`src/rtl/jr_hazard_ctrl_pkg.sv`:
```
// rtl/jr_hazard_ctrl_pkg.sv - shared states, forward-select codes and stall depths (option: JR_WB_FWD_EN)
package mips_hazard_pkg;

   typedef enum logic [1:0] {
      IDLE    = 2'd0,
      STALL   = 2'd1,
      RESOLVE = 2'd2
   } jr_state_e;

   localparam logic [1:0] FWD_RF  = 2'd0;
   localparam logic [1:0] FWD_EX  = 2'd1;
   localparam logic [1:0] FWD_MEM = 2'd2;
   localparam logic [1:0] FWD_WB  = 2'd3;

   // The EX result never feeds the jump mux, so an EX ALU producer always waits one cycle
   localparam int STALL_EX_ALU = 1;

`ifdef JR_WB_FWD_EN
   localparam int STALL_EX_LOAD  = 2;
   localparam int STALL_MEM_LOAD = 1;
   localparam int STALL_WB_ONLY  = 0;
`else
   // Without the WB path the value must first land in the regfile at the end of WB
   localparam int STALL_EX_LOAD  = 3;
   localparam int STALL_MEM_LOAD = 2;
   localparam int STALL_WB_ONLY  = 1;
`endif

endpackage

```
`src/rtl/jr_hazard_ctrl_dep_check.sv`:
```
// rtl/jr_hazard_ctrl_dep_check.sv - combinational match of a jr source against EX/MEM/WB writes
module jr_dep_check
   import mips_hazard_pkg::*;
#(
   parameter int REG_ADDR_W = 5
) (
   input  logic [REG_ADDR_W-1:0] rs,
   input  logic                  ex_reg_write,
   input  logic                  ex_mem_read,
   input  logic [REG_ADDR_W-1:0] ex_rd,
   input  logic                  mem_reg_write,
   input  logic                  mem_mem_read,
   input  logic [REG_ADDR_W-1:0] mem_rd,
   input  logic                  wb_reg_write,
   input  logic [REG_ADDR_W-1:0] wb_rd,
   output logic                  ex_match,
   output logic                  ex_load,
   output logic                  mem_match,
   output logic                  mem_load,
   output logic                  wb_match
);

   logic rs_nz;

   // $0 is hardwired, so it never depends on anything in flight
   assign rs_nz     = |rs;
   assign ex_match  = ex_reg_write  & (ex_rd  == rs) & rs_nz;
   assign mem_match = mem_reg_write & (mem_rd == rs) & rs_nz;
   assign wb_match  = wb_reg_write  & (wb_rd  == rs) & rs_nz;
   assign ex_load   = ex_match  & ex_mem_read;
   assign mem_load  = mem_match & mem_mem_read;

endmodule

```
`src/rtl/jr_hazard_ctrl.sv`:
```
// rtl/jr_hazard_ctrl.sv - jr/jalr stall, bubble and forward-select control (option: JR_WB_FWD_EN)
module jr_hazard_ctrl
   import mips_hazard_pkg::*;
#(
   parameter int REG_ADDR_W = 5,
   parameter int CNT_W      = 2
) (
   input  logic                  clk,
   input  logic                  rst,
   input  logic                  id_is_jr,
   input  logic [REG_ADDR_W-1:0] id_rs,
   input  logic                  ex_reg_write,
   input  logic                  ex_mem_read,
   input  logic [REG_ADDR_W-1:0] ex_rd,
   input  logic                  mem_reg_write,
   input  logic                  mem_mem_read,
   input  logic [REG_ADDR_W-1:0] mem_rd,
   input  logic                  wb_reg_write,
   input  logic [REG_ADDR_W-1:0] wb_rd,
   output logic [1:0]            fwd_sel,
   output logic                  pc_stall,
   output logic                  ifid_stall,
   output logic                  idex_bubble,
   output logic                  jr_taken
);

   jr_state_e             state_q, state_d;
   logic [CNT_W-1:0]      cnt_q, cnt_d;
   logic [REG_ADDR_W-1:0] rs_q, rs_d;
   logic [REG_ADDR_W-1:0] rs_chk;
   logic [CNT_W-1:0]      need_n;
   logic [CNT_W-1:0]      cnt_init;
   logic [1:0]            fwd_pick;
   logic                  stall;
   logic                  ex_match, ex_load, mem_match, mem_load, wb_match;

   // Once a jr is parked, ID may change underneath it; compare against the latched operand
   assign rs_chk = (state_q == IDLE) ? id_rs : rs_q;

   jr_dep_check #(
      .REG_ADDR_W (REG_ADDR_W)
   ) u_dep_check (
      .rs            (rs_chk),
      .ex_reg_write  (ex_reg_write),
      .ex_mem_read   (ex_mem_read),
      .ex_rd         (ex_rd),
      .mem_reg_write (mem_reg_write),
      .mem_mem_read  (mem_mem_read),
      .mem_rd        (mem_rd),
      .wb_reg_write  (wb_reg_write),
      .wb_rd         (wb_rd),
      .ex_match      (ex_match),
      .ex_load       (ex_load),
      .mem_match     (mem_match),
      .mem_load      (mem_load),
      .wb_match      (wb_match)
   );

   // Stall depth for a fresh jr: the youngest producer decides
   always_comb begin
      need_n = '0;
      if (ex_match) begin
         need_n = ex_load ? CNT_W'(STALL_EX_LOAD) : CNT_W'(STALL_EX_ALU);
      end else if (mem_match) begin
         need_n = mem_load ? CNT_W'(STALL_MEM_LOAD) : '0;
      end else if (wb_match) begin
         need_n = CNT_W'(STALL_WB_ONLY);
      end
   end

   assign cnt_init = need_n - CNT_W'(1);

   // Jump-mux source when the target resolves this cycle; MEM outranks WB
   always_comb begin
      fwd_pick = FWD_RF;
      if (mem_match && !mem_load) begin
         fwd_pick = FWD_MEM;
      end
`ifdef JR_WB_FWD_EN
      else if (wb_match) begin
         fwd_pick = FWD_WB;
      end
`endif
   end

   // State, countdown and latched source register
   always_ff @(posedge clk or posedge rst) begin
      if (rst) begin
         state_q <= IDLE;
         cnt_q   <= '0;
         rs_q    <= '0;
      end else begin
         state_q <= state_d;
         cnt_q   <= cnt_d;
         rs_q    <= rs_d;
      end
   end

   // Next state and Mealy outputs; held quiet while reset is asserted
   always_comb begin
      state_d  = state_q;
      cnt_d    = cnt_q;
      rs_d     = rs_q;
      stall    = 1'b0;
      jr_taken = 1'b0;
      fwd_sel  = FWD_RF;
      if (!rst) begin
         unique case (state_q)
            IDLE: begin
               if (id_is_jr) begin
                  if (need_n == '0) begin
                     jr_taken = 1'b1;
                     fwd_sel  = fwd_pick;
                  end else begin
                     stall   = 1'b1;
                     rs_d    = id_rs;
                     cnt_d   = cnt_init;
                     state_d = (cnt_init != '0) ? STALL : RESOLVE;
                  end
               end
            end
            STALL: begin
               stall = 1'b1;
               cnt_d = cnt_q - CNT_W'(1);
               if (cnt_q == CNT_W'(1)) begin
                  state_d = RESOLVE;
               end
            end
            RESOLVE: begin
               jr_taken = 1'b1;
               fwd_sel  = fwd_pick;
               cnt_d    = '0;
               state_d  = IDLE;
            end
            default: begin
               cnt_d   = '0;
               state_d = IDLE;
            end
         endcase
      end
   end

   assign pc_stall    = stall;
   assign ifid_stall  = stall;
   assign idex_bubble = stall;

endmodule

```
`config.mk`:
```
export PLATFORM = sky130hd
export DESIGN_NAME = jr_hazard_ctrl
export DESIGN_NICKNAME = d
export VERILOG_FILES = /design/src/rtl/jr_hazard_ctrl_pkg.sv /design/src/rtl/jr_hazard_ctrl_dep_check.sv /design/src/rtl/jr_hazard_ctrl.sv
export SDC_FILE = /design/constraint.sdc
export NUM_CORES = 1
export LEC_CHECK = 0
export CAP_MARGIN = 0
export CORE_MARGIN = 1.5
export CORE_UTILIZATION = 62
export CTS_BUF_LIST = sky130_fd_sc_hd__clkbuf_8
export CTS_CLUSTER_DIAMETER = 30
export DETAILED_ROUTE_END_ITERATION = 10
export DONT_BUFFER_PORTS = 1
export PLACE_DENSITY = 0.83
export REMOVE_ABC_BUFFERS = 1
export SLEW_MARGIN = 20
export SYNTH_ARGS = -nofsm -noshare
export SYNTH_HDL_FRONTEND = slang
export SYNTH_HIERARCHICAL = 1
export SYNTH_SLANG_ARGS = --single-unit
```
`constraint.sdc`:
```
create_clock -name clk -period 8.24 [get_ports clk]
set_clock_uncertainty 0.15 [all_clocks]
set_input_delay 1.648 -clock clk [delete_from_list [all_inputs] [get_ports clk]]
set_output_delay 1.648 -clock clk [all_outputs]
set_load 0.03 [all_outputs]
```
# After elaboration in Yosys (flattened, before gate mapping)
# Cells that the tools add are included.
[word_totals] regBits=9 latchBits=0 ram_bits=0 rom_bits=0 inputBits=28 output_inout_bits=6 word_cells=60 mem_count=0
[op_classes] n_addsub=2 multipliers=0 n_div=0 n_lt_le_gt_ge=0 n_eq_ne=9 shifts=0 muxes=27 bitwise=10 reduce_logical=9
[op_table] operator="2-bit 2-to-1 mux" n=14
[op_table] operator="5-bit == test" n=3
[op_table] operator="2-bit case mux with 2 select lines" n=3
[op_table] operator="1-bit AND" n=8
[op_table] operator="4-bit AND reduction" n=2
[op_table] operator="1-bit 2-to-1 mux" n=7
[op_table] operator="2-bit inequality test, second input constant" n=3
[op_table] operator="5-bit 2-to-1 mux" n=1
[op_table] operator="5-bit OR reduction" n=1
[op_table] operator="2-bit by 1-bit == test with 1-bit output, second input constant" n=2
[op_table] operator="2-bit logical NOT" n=2
[op_table] operator="1-bit case mux with 2 select lines" n=2
[op_table] operator="2-bit by 1-bit subtractor with 2-bit output, second input constant" n=2
[op_table] operator="3-bit AND reduction" n=1
[op_table] operator="2-bit == test, second input constant" n=1
[op_table] operator="1-bit inverter" n=2
[op_table] operator="2-bit nonzero test" n=1
[op_table] operator="1-bit logical AND" n=1
[op_table] operator="1-bit logical NOT" n=1

# Logic depth before layout (Yosys ltp)
[depth] word_depth=15 depth_mapped=14 depth_no_buf=12

# Cells and area by module
# The synthesis kept the hierarchy.
[by_module_without_submodules] module="jr_hazard_ctrl" n_inst=1 cells_each=66 area_each_um2=680.7 seq_area_each_um2=225.2
[by_module_without_submodules] module="jr_dep_check" n_inst=1 cells_each=31 area_each_um2=222.7 seq_area_each_um2=0.0

# Worst setup path after synthesis
# OpenSTA, ideal clock, no wires.
[synth_timing] path_kind="input -> output" startpoint="input port id_rs[2]" endpoint="output port fwd_sel[1]" t_arrival_ps=4524 t_required_ps=6442 slack_ps=1918 path_stages=11 path_buffers=0 path_cell_list="mux2_2 or4_1 o211ai_2 nor3_1 nand2_1 nor2_1 a21oi_1 ha_1 a21oi_1 nor3_2 nor3b_1"
[synth_between] elab_chain_cells=13 word_cells_on_any_way=26 cone_classes="3 x eq/ne; 11 x mux; 8 x bitwise; 4 x reduce/logical"
[synth_lines] element="start: declaration" line_no="jr_hazard_ctrl.sv:11" text="input logic [REG_ADDR_W-1:0] id_rs,"
[synth_lines] element="5-bit 2-to-1 mux *" line_no="jr_hazard_ctrl.sv:38" text="assign rs_chk = (state_q == IDLE) ? id_rs : rs_q;"
[synth_lines] element="5-bit == test" line_no="jr_hazard_ctrl_dep_check.sv:28" text="assign mem_match = mem_reg_write & (mem_rd == rs) & rs_nz;"
[synth_lines] element="1-bit AND" line_no="jr_hazard_ctrl_dep_check.sv:28"
[synth_lines] element="1-bit AND *" line_no="jr_hazard_ctrl_dep_check.sv:28"
[synth_lines] element="via mem_match" line_no="jr_hazard_ctrl.sv:35" text="logic ex_match, ex_load, mem_match, mem_load, wb_match;"
[synth_lines] element="1-bit AND" line_no="jr_hazard_ctrl_dep_check.sv:31" text="assign mem_load = mem_match & mem_mem_read;"
[synth_lines] element="2-bit 2-to-1 mux" line_no="jr_hazard_ctrl.sv:65" text="need_n = mem_load ? CNT_W'(STALL_MEM_LOAD) : '0;"
[synth_lines] element="2-bit 2-to-1 mux" line_no="jr_hazard_ctrl.sv:64" text="end else if (mem_match) begin"
[synth_lines] element="2-bit 2-to-1 mux" line_no="jr_hazard_ctrl.sv:62" text="if (ex_match) begin"
[synth_lines] element="2-bit logical NOT" line_no="jr_hazard_ctrl.sv:111" text="if (need_n == '0) begin"
[synth_lines] element="2-bit 2-to-1 mux" line_no="jr_hazard_ctrl.sv:111"
[synth_lines] element="2-bit 2-to-1 mux" line_no="jr_hazard_ctrl.sv:110" text="if (id_is_jr) begin"
[synth_lines] element="2-bit case mux with 2 select lines *" line_no="jr_hazard_ctrl.sv:108" text="unique case (state_q)"
[synth_lines] element="2-bit 2-to-1 mux *" line_no="jr_hazard_ctrl.sv:107" text="if (!rst) begin"
[synth_lines] element="end: declaration" line_no="jr_hazard_ctrl.sv:20" text="output logic [1:0] fwd_sel,"
# Mark *: on every way through the listed nets, which the timed path passes. The rest lies on a longest branch.

# Final worst setup path
[layout_timing] startpoint="input port id_rs[2]" endpoint="output port fwd_sel[1]"
[layout_between] elab_chain_cells=13 word_cells_on_any_way=26 cone_classes="3 x eq/ne; 11 x mux; 8 x bitwise; 4 x reduce/logical"
[layout_lines] element="5-bit 2-to-1 mux *" line_no="jr_hazard_ctrl.sv:38"
[layout_lines] element="5-bit == test" line_no="jr_hazard_ctrl_dep_check.sv:28"
[layout_lines] element="1-bit AND" line_no="jr_hazard_ctrl_dep_check.sv:28"
[layout_lines] element="1-bit AND *" line_no="jr_hazard_ctrl_dep_check.sv:28"
[layout_lines] element="1-bit AND *" line_no="jr_hazard_ctrl_dep_check.sv:31"
[layout_lines] element="via mem_load" line_no="jr_hazard_ctrl.sv:35"
[layout_lines] element="2-bit 2-to-1 mux" line_no="jr_hazard_ctrl.sv:65"
[layout_lines] element="2-bit 2-to-1 mux" line_no="jr_hazard_ctrl.sv:64"
[layout_lines] element="2-bit 2-to-1 mux" line_no="jr_hazard_ctrl.sv:62"
[layout_lines] element="2-bit logical NOT" line_no="jr_hazard_ctrl.sv:111"
[layout_lines] element="2-bit 2-to-1 mux" line_no="jr_hazard_ctrl.sv:111"
[layout_lines] element="2-bit 2-to-1 mux" line_no="jr_hazard_ctrl.sv:110"
[layout_lines] element="2-bit case mux with 2 select lines *" line_no="jr_hazard_ctrl.sv:108"
[layout_lines] element="2-bit 2-to-1 mux *" line_no="jr_hazard_ctrl.sv:107"
# Marks and branches as above.

==> summary.txt <==
CTS
  • Post-cts repair resize count: 0
  • Clock buffer depth: 2
  • CTS tree: built
  • Clk pin slew, worst setup/hold paths: 40 ps
  • H-tree levels: 1
  • CTS buffer count: 3
  • Hold buffers post-CTS: 0
  • CTS root buffer: clkbuf_8
  • Setup bufs post-CTS: 0
  • CTS sink cnt: 9
  • Worst-Skew Late Latency: 230 ps

Synthesis
  • Synthesized cell area: 903 µm²
  • Post-synth top flop: dfrtp_1
  • Sequential area share after synthesis: 0.249
  • EDFF count, synth: 0
  • FFs w/ async S/R, synth: 1.00
  • Syn_area_per_cell: 9.31 µm²
  • Syn. warnings: 6
  • Synthesized flop and latch total: 9
  • Mapped Cells: 97
  • Netlist cell types: 36

Finish
  • Area growth from synthesis to layout: 2.77%
  • Fraction of layout cells with a size suffix above 1: 0.211
  • Antenna cells: 0
  • Most common cell after layout, fill and taps aside: xnor2_1
  • Final net count: 128
  • Core Util, Final: 0.696
  • Most frequent cells in the layout: 12 x xnor2_1, 9 x dfrtp_1, 7 x inv_1, 7 x nand2_1

Routing
  • DR WL/cell: 15.5 µm
  • Total vias in the final route: 673
  • Final wirelength: 1700 µm
  • DRT Pass-1 Iters: 4
  • Initial DRC count: 20
  • Post-route ant nets: 0
  • Avg Vias per Cell: 6.12
  • DRC: 0

Timing
  • Finish-stage setup viols: 0
  • RSZ-0062 raised after global routing: no
  • Final worst path period share: 0.788
  • Slew Limit Fails: 0
  • Worst Tran Pin Value: 1100 ps
  • Final setup margin: 1750 ps
  • Slew margin rel.: 0.262
  • Post-route minimum period: 6490 ps
  • Setup TNS: 0 ps
  • Final Hold Violating Endpoints: 0
  • Fmax: 0.154 GHz

Placed design
  • Routability cong.: 0.747
  • Post-detail-place hpwl: 1420 µm
  • Dpl ws: 1720 ps
  • Port Buffer Count: 0

Floorplanning
  • Full die area: 1690 µm²
  • Chip width: 41.2 µm
  • Die height: 41.2 µm
  • Core area: 1330 µm²
  • Row Count: 13
  • Initial Util: 0.677
  • Top-level I/O count: 34

Global routing
  • First-pass GRT wire length: 2810 µm
  • GRT overflow: 0
  • Initial antenna violation count: 0
  • GRT Util Overall: 0.256
  • Largest net degree at the start of global routing: 11
  • Vias in the first global route: 670

Setup path
  • Critical path startpoint category: input port
  • Crit-path cells: mux2_2 -> or4_1 -> o211ai_2 -> nor3_1 -> nand2_1 -> nor2_1 -> a21oi_1 -> ha_1 -> a21oi_1 -> nor3_2 -> nor3b_1
  • CP Capture Type: primary output
  • CP Max Fanout: 4
  • Top cell by count, worst path: a21oi_1
  • WP data arrival: 4700 ps
  • Required time worst endpoint: 6440 ps
  • Crit Path Category: in2out
  • Critical path's largest stage delay: 840 ps
  • Critical path's slowest cell: nor3b_1

Run
  • Max Cap Viol: 0

Pwr
  • Total power density per cell area: 236 nW/µm²
  • Total power draw: 0.000219 W
  • Leak: 0.391 nW
  • Worst vdd ir: 0.0000915 V

Run status
  • Status: complete, no violations

Min path
  • Worst Hold Class: reg2reg
==> Yosys cell counts (2+ instances only) <==
library cell	number	share of area
nand4_1	2	0.014
mux2_4	5	0.083
nand2_1	7	0.029
mux2_2	5	0.062
nor3b_1	2	0.017
o21ai_0	4	0.022
a21oi_1	4	0.022
buf_4	3	0.025
inv_1	6	0.025
xor2_1	2	0.019
dfrtp_1	9	0.25
xnor2_1	12	0.12
nor3_1	3	0.017
nor2_1	5	0.021
nand3_1	2	0.011
nand2b_1	3	0.021
ha_1	4	0.055
==> metal layers <==
layer / track usage / up-vias / wire [µm]
met5: 0 / - / 0
met1: 0.317 / 321 / 740
met4: 0.129 / 0 / 22
met2: 0.426 / 22 / 855
met3: 0.0326 / 2 / 85
li1: - / 328 / -
==> power breakdown <==
group           total, W  switching, W  internal [W]
logic          0.0000946     0.0000466     0.0000480
registers      0.0000757     0.0000146     0.0000611
clock network  0.0000487     0.0000163     0.0000323
total           0.000219     0.0000775      0.000141
==> path summary, 6_finish.rpt <==
kind / cells after the start / endpoint / slack [ps] / from
min in group asynchronous: 1 / cnt_q[1]$_DFFE_PP0P_ / 1140 / rst
max in group asynchronous: 1 / rs_q[2]$_DFFE_PP0P_ / 6510 / rst
min: 1 / rs_q[2]$_DFFE_PP0P_ / 360 / rs_q[2]$_DFFE_PP0P_
max: 11 / fwd_sel[1] / 1750 / id_rs[2]
max reg2reg: 11 / cnt_q[1]$_DFFE_PP0P_ / 4300 / state_q[0]$_DFFE_PP0P_
min reg2reg: 1 / rs_q[2]$_DFFE_PP0P_ / 360 / rs_q[2]$_DFFE_PP0P_
==> final cells by class <==
| cell class | instances | area, µm² |
|---|---|---|
| multi-input cells | 76 | 617 |
| clock buffers | 3 | 41.3 |
| clock inverters | 1 | 3.75 |
| inverters | 6 | 22.5 |
| well taps | 15 | 18.8 |
| fillers | 114 | 405 |
| flip-flops and latches | 9 | 225 |
==> flip-flops by register name, summed over array words and instances, names as in the netlist <==
name	flops
state_q	2
cnt_q	2
rs_q	5
==> per-stage QoR <==
stage          hold slack (ps)  instance area (µm²)  std cells
2_1_floorplan              327                  861         91
3_3_place_gp               344                  883        106
3_5_place_dp               344                  883        106
4_1_cts                    362                  928        110
5_1_grt                    387                  928        110
6_report                   359                  928        110
==> critical path: cells and delay by family <==
kind / cells / cell delay [ps]
simple gates: 6 / 2040
compound gates: 3 / 490
mux: 1 / 300
fa+ha+maj: 1 / 200
==> kinds of logic (layout without fill, tap and decap cells) <==
| group | Yosys count | count (layout) | share of synthesized area |
|---|---|---|---|
| simple gates | 33 | 33 | 0.237 |
| compound gates | 14 | 14 | 0.101 |
| xor+xnor | 14 | 14 | 0.136 |
| buf+inv | 12 | 10 | 0.0720 |
| mux | 10 | 10 | 0.145 |
| flops | 9 | 9 | 0.249 |
| fa+ha+maj | 4 | 4 | 0.0554 |
| other cells | 1 | 1 | 0.00415 |
No activity file was read; power rests on OpenSTA's default activity.
